## config.mk

```make
export PLATFORM = sky130hd
export DESIGN_NAME = usbfs_packet_ctrl
export DESIGN_NICKNAME = d
export VERILOG_FILES = /design/src/rtl/usbfs_pkg.sv /design/src/rtl/usbfs_crc.sv /design/src/rtl/usbfs_packet_ctrl.sv
export SDC_FILE = /design/constraint.sdc
export NUM_CORES = 1
export LEC_CHECK = 0
export ABC_AREA = 0
export CAP_MARGIN = 20
export CORE_UTILIZATION = 42
export CTS_BUF_LIST = sky130_fd_sc_hd__clkbuf_8
export DETAILED_ROUTE_END_ITERATION = 6
export GPL_TIMING_DRIVEN = 0
export PLACE_DENSITY = 0.64
export SYNTH_ARGS = -nofsm -noshare
export SYNTH_HDL_FRONTEND = slang
export SYNTH_SLANG_ARGS = --single-unit
```

## constraint.sdc

```tcl
create_clock -name clk -period 2.2 [get_ports clk]
set_input_delay 0.44 -clock clk [delete_from_list [all_inputs] [get_ports clk]]
set_output_delay 0.44 -clock clk [all_outputs]
set_load 0.02 [all_outputs]
```

## src/rtl/usbfs_pkg.sv

```systemverilog
// Shared USB full-speed definitions: PID codes, PID classes, CRC constants and FSM states.
package usbfs_pkg;

  typedef enum logic [3:0] {
    PID_OUT   = 4'h1,
    PID_IN    = 4'h9,
    PID_SOF   = 4'h5,
    PID_SETUP = 4'hD,
    PID_DATA0 = 4'h3,
    PID_DATA1 = 4'hB,
    PID_ACK   = 4'h2,
    PID_NAK   = 4'hA,
    PID_STALL = 4'hE
  } pid_t;

  typedef enum logic [1:0] {
    CLS_SPECIAL   = 2'b00,
    CLS_TOKEN     = 2'b01,
    CLS_HANDSHAKE = 2'b10,
    CLS_DATA      = 2'b11
  } pid_class_t;

  typedef enum logic [2:0] {
    IDLE      = 3'd0,
    RX_PID    = 3'd1,
    RX_DATA   = 3'd2,
    RESP_WAIT = 3'd3,
    TX_PID    = 3'd4,
    TX_DATA   = 3'd5,
    TX_CRC    = 3'd6,
    TX_END    = 3'd7
  } state_t;

  // Reflected (LSB-first) polynomials, presets and good-packet residuals
  localparam logic [4:0]  CRC5_POLY      = 5'h14;
  localparam logic [4:0]  CRC5_PRESET    = 5'h1F;
  localparam logic [4:0]  CRC5_RESIDUAL  = 5'b00110;
  localparam logic [15:0] CRC16_POLY     = 16'hA001;
  localparam logic [15:0] CRC16_PRESET   = 16'hFFFF;
  localparam logic [15:0] CRC16_RESIDUAL = 16'hB001;

  function automatic logic [15:0] crc_poly(input int w);
    if (w == 32'sd5) return {11'd0, CRC5_POLY};
    else             return CRC16_POLY;
  endfunction

  function automatic logic [15:0] crc_preset(input int w);
    if (w == 32'sd5) return {11'd0, CRC5_PRESET};
    else             return CRC16_PRESET;
  endfunction

  function automatic logic crc5_residual_ok(input logic [4:0] c);
    return (c == CRC5_RESIDUAL);
  endfunction

  function automatic logic crc16_residual_ok(input logic [15:0] c);
    return (c == CRC16_RESIDUAL);
  endfunction

endpackage

```

## src/rtl/usbfs_crc.sv

```systemverilog
// Serial 1-bit reflected CRC engine; W selects CRC5 (W=5) or CRC16 (W=16).
module usbfs_crc
  import usbfs_pkg::*;
#(
  parameter int W = 16
) (
  input  logic         clk,
  input  logic         rst,
  input  logic         init,
  input  logic         en,
  input  logic         din,
  output logic [W-1:0] crc
);

  localparam logic [W-1:0] POLY_C   = W'(crc_poly(W));
  localparam logic [W-1:0] PRESET_C = W'(crc_preset(W));

  logic [W-1:0] crc_s;

  // One LSB-first shift step with feedback into the reflected polynomial
  always_comb begin
    crc_s = {1'b0, crc[W-1:1]};
    if (crc[0] ^ din) begin
      crc_s = crc_s ^ POLY_C;
    end else begin
      crc_s = {1'b0, crc[W-1:1]};
    end
  end

  // CRC register: preset on init, advance on each enabled bit
  always_ff @(posedge clk) begin
    if (rst) begin
      crc <= PRESET_C;
    end else if (init) begin
      crc <= PRESET_C;
    end else if (en) begin
      crc <= crc_s;
    end
  end

endmodule

```

## src/rtl/usbfs_packet_ctrl.sv

```systemverilog
// USB full-speed packet sequencer between the bit-level transceiver and the transaction layer.
// Define USBFS_CRC_CHECK_EN to let RX CRC5/CRC16 residuals gate rp_okay.
module usbfs_packet_ctrl
  import usbfs_pkg::*;
#(
  parameter int RX_MAXLEN = 1023
) (
  input  logic       clk,
  input  logic       rst,
  input  logic       rx_sta,
  input  logic       rx_ena,
  input  logic       rx_bit,
  input  logic       rx_fin,
  output logic       tx_sta,
  input  logic       tx_req,
  output logic       tx_bit,
  output logic       tx_fin,
  output logic [3:0] rp_pid,
  output logic       rp_byte_en,
  output logic [7:0] rp_byte,
  output logic       rp_fin,
  output logic       rp_okay,
  input  logic       tp_sta,
  input  logic [3:0] tp_pid,
  output logic       tp_req,
  input  logic [7:0] tp_byte,
  input  logic       tp_end
);

  localparam int BCW = $clog2(RX_MAXLEN + 4) + 1;
  localparam logic [BCW-1:0] TWO_C     = BCW'(32'd2);
  localparam logic [BCW-1:0] MAX_LEN_C = BCW'(RX_MAXLEN + 32'd2);
  localparam logic [BCW-1:0] SAT_C     = {BCW{1'b1}};

  state_t         state_r, state_s;
  logic [7:0]     rx_sh_r, hold0_r, hold1_r;
  logic [2:0]     rx_bit_cnt_r;
  logic [BCW-1:0] rx_byte_cnt_r;
  logic           pid_ok_r;
  logic [3:0]     tx_pid_r, tx_cnt_r;
  logic [7:0]     tx_buf_r;
  logic           tp_req_d_r, wait_r;

  logic           rx_active_s, rx_restart_s, rx_bit_s, rx_byte_done_s, rx_fin_s;
  logic [7:0]     rx_byte_s, pid_byte_s;
  logic           crc5_ok_s, crc16_ok_s, class_ok_s, okay_s, load_s;
  logic [15:0]    tx_crc_s;

  assign rx_active_s    = (state_r == RX_PID) || (state_r == RX_DATA);
  assign rx_restart_s   = rx_sta && ((state_r == IDLE) || rx_active_s);
  assign rx_bit_s       = rx_ena && rx_active_s && !rx_sta;
  assign rx_byte_done_s = rx_bit_s && (rx_bit_cnt_r == 3'd7);
  assign rx_fin_s       = rx_fin && rx_active_s && !rx_sta && !rx_ena;
  assign rx_byte_s      = {rx_bit, rx_sh_r[7:1]};
  assign pid_byte_s     = {~tx_pid_r, tx_pid_r};
  assign load_s         = tp_req_d_r && (state_r == TX_DATA);

`ifdef USBFS_CRC_CHECK_EN
  logic [4:0]  rx_crc5_s;
  logic [15:0] rx_crc16_s;
  logic        rx_crc_en_s;

  assign rx_crc_en_s = rx_bit_s && (state_r == RX_DATA);

  usbfs_crc #(.W(5)) u_rx_crc5 (
    .clk  (clk),
    .rst  (rst),
    .init (rx_restart_s),
    .en   (rx_crc_en_s),
    .din  (rx_bit),
    .crc  (rx_crc5_s)
  );

  usbfs_crc #(.W(16)) u_rx_crc16 (
    .clk  (clk),
    .rst  (rst),
    .init (rx_restart_s),
    .en   (rx_crc_en_s),
    .din  (rx_bit),
    .crc  (rx_crc16_s)
  );

  assign crc5_ok_s  = crc5_residual_ok(rx_crc5_s);
  assign crc16_ok_s = crc16_residual_ok(rx_crc16_s);
`else
  assign crc5_ok_s  = 1'b1;
  assign crc16_ok_s = 1'b1;
`endif

  usbfs_crc #(.W(16)) u_tx_crc16 (
    .clk  (clk),
    .rst  (rst),
    .init (state_r == RESP_WAIT),
    .en   (tx_req && (state_r == TX_DATA)),
    .din  (tx_buf_r[tx_cnt_r[2:0]]),
    .crc  (tx_crc_s)
  );

  // Packet acceptance verdict evaluated on the rx_fin cycle
  always_comb begin
    class_ok_s = 1'b0;
    case (rp_pid[1:0])
      CLS_HANDSHAKE: class_ok_s = (rx_byte_cnt_r == {BCW{1'b0}});
      CLS_TOKEN:     class_ok_s = (rx_byte_cnt_r == TWO_C) && crc5_ok_s;
      CLS_DATA:      class_ok_s = (rx_byte_cnt_r >= TWO_C) && (rx_byte_cnt_r <= MAX_LEN_C) && crc16_ok_s;
      default:       class_ok_s = 1'b0;
    endcase
    okay_s = pid_ok_r && (rx_bit_cnt_r == 3'd0) && class_ok_s;
  end

  // Next-state logic
  always_comb begin
    state_s = state_r;
    case (state_r)
      IDLE: begin
        if (rx_sta) state_s = RX_PID;
        else        state_s = IDLE;
      end
      RX_PID: begin
        if (rx_sta)              state_s = RX_PID;
        else if (rx_byte_done_s) state_s = RX_DATA;
        else if (rx_fin_s)       state_s = RESP_WAIT;
        else                     state_s = RX_PID;
      end
      RX_DATA: begin
        if (rx_sta)        state_s = RX_PID;
        else if (rx_fin_s) state_s = RESP_WAIT;
        else               state_s = RX_DATA;
      end
      RESP_WAIT: begin
        if (tp_sta)      state_s = TX_PID;
        else if (wait_r) state_s = IDLE;
        else             state_s = RESP_WAIT;
      end
      TX_PID: begin
        if (tx_req && (tx_cnt_r == 4'd7)) begin
          if (tx_pid_r[1:0] == CLS_DATA) state_s = TX_DATA;
          else                           state_s = TX_END;
        end else begin
          state_s = TX_PID;
        end
      end
      TX_DATA: begin
        if (load_s && tp_end) state_s = TX_CRC;
        else                  state_s = TX_DATA;
      end
      TX_CRC: begin
        if (tx_req && (tx_cnt_r == 4'd15)) state_s = TX_END;
        else                               state_s = TX_CRC;
      end
      TX_END: begin
        if (tx_req) state_s = IDLE;
        else        state_s = TX_END;
      end
      default: state_s = IDLE;
    endcase
  end

  // State register
  always_ff @(posedge clk) begin
    if (rst) state_r <= IDLE;
    else     state_r <= state_s;
  end

  // RX assembly: data PIDs keep a two-byte delay line so the CRC bytes never surface
  always_ff @(posedge clk) begin
    if (rst) begin
      rp_pid        <= 4'h0;
      rp_byte       <= 8'h00;
      rp_byte_en    <= 1'b0;
      rp_fin        <= 1'b0;
      rp_okay       <= 1'b0;
      rx_sh_r       <= 8'h00;
      hold0_r       <= 8'h00;
      hold1_r       <= 8'h00;
      rx_bit_cnt_r  <= 3'd0;
      rx_byte_cnt_r <= {BCW{1'b0}};
      pid_ok_r      <= 1'b0;
    end else begin
      rp_byte_en <= 1'b0;
      rp_fin     <= 1'b0;
      rp_okay    <= 1'b0;
      if (rx_restart_s) begin
        rx_bit_cnt_r  <= 3'd0;
        rx_byte_cnt_r <= {BCW{1'b0}};
        pid_ok_r      <= 1'b0;
      end else if (rx_bit_s) begin
        rx_sh_r      <= rx_byte_s;
        rx_bit_cnt_r <= rx_bit_cnt_r + 3'd1;
        if (rx_byte_done_s) begin
          if (state_r == RX_PID) begin
            rp_pid   <= rx_byte_s[3:0];
            pid_ok_r <= (rx_byte_s[7:4] == ~rx_byte_s[3:0]);
          end else begin
            if (rx_byte_cnt_r != SAT_C) rx_byte_cnt_r <= rx_byte_cnt_r + {{(BCW-1){1'b0}}, 1'b1};
            if (rp_pid[1:0] == CLS_DATA) begin
              if (rx_byte_cnt_r >= TWO_C) begin
                rp_byte    <= hold1_r;
                rp_byte_en <= 1'b1;
              end
              hold1_r <= hold0_r;
              hold0_r <= rx_byte_s;
            end else begin
              rp_byte    <= rx_byte_s;
              rp_byte_en <= 1'b1;
            end
          end
        end
      end else if (rx_fin_s) begin
        rp_fin  <= 1'b1;
        rp_okay <= okay_s;
      end
    end
  end

  // TX sequencing: answer each tx_req one cycle later with the next bit
  always_ff @(posedge clk) begin
    if (rst) begin
      tx_sta     <= 1'b0;
      tx_bit     <= 1'b0;
      tx_fin     <= 1'b0;
      tp_req     <= 1'b0;
      tp_req_d_r <= 1'b0;
      tx_pid_r   <= 4'h0;
      tx_cnt_r   <= 4'd0;
      tx_buf_r   <= 8'h00;
      wait_r     <= 1'b0;
    end else begin
      tx_sta     <= 1'b0;
      tx_bit     <= 1'b0;
      tx_fin     <= 1'b0;
      tp_req     <= 1'b0;
      tp_req_d_r <= tp_req;
      case (state_r)
        RESP_WAIT: begin
          wait_r <= 1'b1;
          if (tp_sta) begin
            tx_pid_r <= tp_pid;
            tx_sta   <= 1'b1;
            tx_cnt_r <= 4'd0;
          end
        end
        TX_PID: begin
          if (tx_req) begin
            tx_bit <= pid_byte_s[tx_cnt_r[2:0]];
            if (tx_cnt_r == 4'd7) begin
              tx_cnt_r <= 4'd0;
              tp_req   <= (tx_pid_r[1:0] == CLS_DATA);
            end else begin
              tx_cnt_r <= tx_cnt_r + 4'd1;
            end
          end
        end
        TX_DATA: begin
          if (tx_req) begin
            tx_bit <= tx_buf_r[tx_cnt_r[2:0]];
            if (tx_cnt_r == 4'd7) begin
              tx_cnt_r <= 4'd0;
              tp_req   <= 1'b1;
            end else begin
              tx_cnt_r <= tx_cnt_r + 4'd1;
            end
          end
          if (load_s && !tp_end) tx_buf_r <= tp_byte;
        end
        TX_CRC: begin
          if (tx_req) begin
            tx_bit   <= ~tx_crc_s[tx_cnt_r];
            tx_cnt_r <= tx_cnt_r + 4'd1;
          end
        end
        TX_END: begin
          if (tx_req) tx_fin <= 1'b1;
        end
        default: begin
          wait_r   <= 1'b0;
          tx_cnt_r <= 4'd0;
        end
      endcase
    end
  end

endmodule
```

==> impl_metrics.csv <==
group,metric,value,unit
run_status,status,"finished, final reports clean",
sta,rsz0062_at_grt,"false",
grt,track_usage,0.184,
cts,cts_hold_buf,0,
worst_setup_path,critPathTopFamily,"buffers and inverters",
power_and_ir_drop,switchingPower,755,uW
cts,clkLatencyLatePin,370,ps
detailed_routing,drtIter0Drc,158,
die,core,0.0103,sq mm
grt,overflow,0,
worst_setup_path,worst-path-max-fanout,10,
worst_setup_path,worstPathCellList,"clkbuf_1 -> nand3_1 -> nor3b_1 -> buf_2 -> mux2i_1 -> nor2_1",
synthesis,synth_edf_count,0,
detailed_routing,vias,3556,
sta,timing.final.ws_setup,179,ps
detailed_routing,wl_per_cell,14.4,um
cts,cts.clk_slew.worst_paths,100,ps
worst_setup_path,cp.required,2450,ps
cells_and_area,layout_common_cells,"dfxtp_1 (94), nor2_1 (75), nand2_1 (55), mux2i_1 (50), clkdlybuf4s50_1 (36)",
die,dieArea,0.0110,sq mm
synthesis,synth-main-ff-cell,"dfxtp_1",
die,start_util,0.431,
synthesis,ys_ff_latch,95,
power_and_ir_drop,power.internal,2210,uW
synthesis,ys_seq_area_frac,0.430,
synthesis,netlist_instances,491,
die,rows,37,
grt,grt_max_degree,19,
synthesis,synthArstFlopShare,0,
power_and_ir_drop,swShare,0.255,
sta,finalCritPeriodShare,0.919,
cts,cts_buffer_depth,2,
cts,cts_root_buffer,"clkbuf_8",
synthesis,synth_warnings,0,
placed_design,place_ws,-598,ps
placed_design,dp.cells,664,
sta,tightest_slew,665,ps
placed_design,portBuffers,37,
die,dieHeight,105,um
synthesis,synth.cell_area,0.00443,sq mm
sta,clock.fmax,495,MHz
sta,setup_violations,0,
die,ios,40,
cts,cts_tree,"built",
worst_setup_path,end_kind,"flip-flop",
grt,grt_pass1_vias,3222,
cells_and_area,fin_area,0.00518,sq mm
power_and_ir_drop,seq_power_share,0.582,
power_and_ir_drop,power_frac_comb,0.043,
synthesis,synth_nets,520,
cells_and_area,layout_commonest_cell,"dfxtp_1",
cts,cts_htree_levels,3,
detailed_routing,antenna_left,0,
cells_and_area,fin_nets,568,
synthesis,netlist.area_leader.share,0.430,
cts,cts_buffers,9,
power_and_ir_drop,power_density,572,mW/mm^2
sta,slew_violations,0,
detailed_routing,firstDrtPassIters,4,
worst_setup_path,path_buf_inv,2,
synthesis,yosys.area.top_type,"dfxtp_1",
worst_setup_path,r2r_setup_slack,180,ps
placed_design,placed_area,0.00497,sq mm
worst_setup_path,slowest_delay,450,ps
power_and_ir_drop,power_leakage,0.00200,uW
flow_run,cap_violations,0,
sta,period_minus_slack,2020,ps
power_and_ir_drop,power_frac_clock,0.375,
cells_and_area,diodes,0,
worst_setup_path,crit_path_top_delay_cell,"dfxtp_1",
sta,finClkSkew,12.7,ps
grt,grt_pass1_wl,16100,um
sta,hold_viol,0,
synthesis,postSynthAreaPerCell,9.01,sq um
synthesis,synth_area_leaders,"dfxtp_1 (43%), mux2i_1 (12%), nor2_1 (6.5%)",
cells_and_area,layout.cells.non_filler,680,
cells_and_area,synthToLayoutAreaGrowth,17.2,%
detailed_routing,drt-vias-per-instance,5.23,
worst_setup_path,arrival,2270,ps
cells_and_area,final_util,0.505,
placed_design,gp_congestion,0.867,
detailed_routing,drc,0,
synthesis,synth.distinct_cells,54,
sta,max_slew_margin,0.557,
cells_and_area,layout-drive-gt1-share,0.0882,
worst_hold_path,hold_path_class,"flip-flop to flip-flop",
power_and_ir_drop,irDropWorstVdd,0.000349,V
detailed_routing,wirelength,9820,um
worst_setup_path,startpoint_type,"flip-flop",
placed_design,dp_hpwl,7170,um
grt,antenna_found_initial,0,
cts,clkSinkCount,95,
die,die_w,105,um
worst_setup_path,crit_type,"flip-flop to flip-flop",
flip-flops by register name (all words and copies together), names as in the netlist, 3 cells and up:
name	count
u_tx_crc16.crc	16
rx_byte_cnt_r	12
tx_pid_r	4
state_r	3
rp_pid	4
tx_buf_r	8
hold1_r	8
tx_cnt_r	4
rx_sh_r	7
rx_bit_cnt_r	3
hold0_r	8
rp_byte	8
kinds of logic after synthesis:
logic type,count (synthesis),share of synthesized area
and+or+nand+nor,218,0.243
adders and majority gates,8,0.0226
AOI/OAI and AO/OA,57,0.0874
DFF,95,0.430
buffers and inverters,36,0.0353
xor gates and xnor gates,21,0.0416
muxes,56,0.141
stage by stage:
stage | total power, uW | hold WS (ps) | setup TNS, ps
4_1_cts | 2990 | 469 | 0
6_report | 2960 | 466 | 0
3_5_place_dp | 1890 | 455 | -16170
5_1_grt | 3080 | 500 | 0
2_1_floorplan | 1830 | 433 | 0
3_3_place_gp | 1890 | 447 | -15520
tightest hold or removal path, stage by stage (launching register included):
cell	delay, ps
dfxtp_1	320
nand2_1	50
a21oi_1	50
final cells by class:
cell class / instances / area, sq um
clock inverters: 7 / 65.1
repair buffers: 38 / 377
inverters: 10 / 37.5
flip-flops and latches: 95 / 1900
plain buffers: 25 / 116
well taps: 136 / 170
fillers: 1005 / 5090
multi-input cells: 360 / 2390
clock buffers: 9 / 124
power by group through the flow:
stage / Combinational (uW) / Clock (uW) / Sequential [uW]
after CTS: 125 / 1140 / 1730
after global placement: 123 / 0 / 1770
after floorplan: 61.8 / 0 / 1760
final: 126 / 1110 / 1730
after global routing: 137 / 1210 / 1730
after detailed placement: 124 / 0 / 1770
cells in the mapped netlist, types with 2 or more instances:
cell / number
nor2b_1: 5
mux2i_1: 51
o2111ai_1: 2
and3_1: 2
or4b_2: 2
buf_6: 2
clkbuf_1: 19
a211oi_1: 11
inv_1: 10
or2_2: 3
xor2_1: 10
nor3_1: 8
nor3b_1: 5
or3_1: 3
dfxtp_1: 95
nand3b_1: 2
a21oi_1: 19
mux4_2: 5
xnor2_1: 11
o2bb2ai_1: 2
nand3_1: 25
nand4_1: 3
buf_2: 5
nand2b_1: 6
nor4_2: 3
ha_1: 8
o21ai_0: 8
nor4_1: 6
nor2_1: 77
nand2_1: 55
o211ai_1: 5
metal layers:
layer / vias up / part of all wire / GRT usage
met3: 17 / 0.038 / 0.0349
li1: 1800 / - / -
met5: - / 0 / 0
met4: 0 / 0.019 / 0.0634
met2: 90 / 0.44 / 0.274
met1: 1649 / 0.50 / 0.263
worst paths after layout:
| path | end | from | cells after the start |
|---|---|---|---|
| hold reg to reg | tx_pid_r[3]$_SDFFE_PP0P_ | tx_pid_r[3]$_SDFFE_PP0P_ | 2 |
| setup / recovery | tx_buf_r[4]$_SDFFE_PP0P_ | state_r[0]$_SDFF_PP0_ | 6 |
| hold / removal | tx_pid_r[3]$_SDFFE_PP0P_ | tx_pid_r[3]$_SDFFE_PP0P_ | 2 |
| setup reg to reg | tx_buf_r[4]$_SDFFE_PP0P_ | state_r[0]$_SDFF_PP0_ | 6 |
repair_timing:
action / 4_1_cts / 5_1_grt
setup endpoints to repair: 18 / 19
setup buffers: 1 / 0
resized for setup: 4 / 4
pin swaps: 0 / 0
Power figures use the tool's default switching activity.
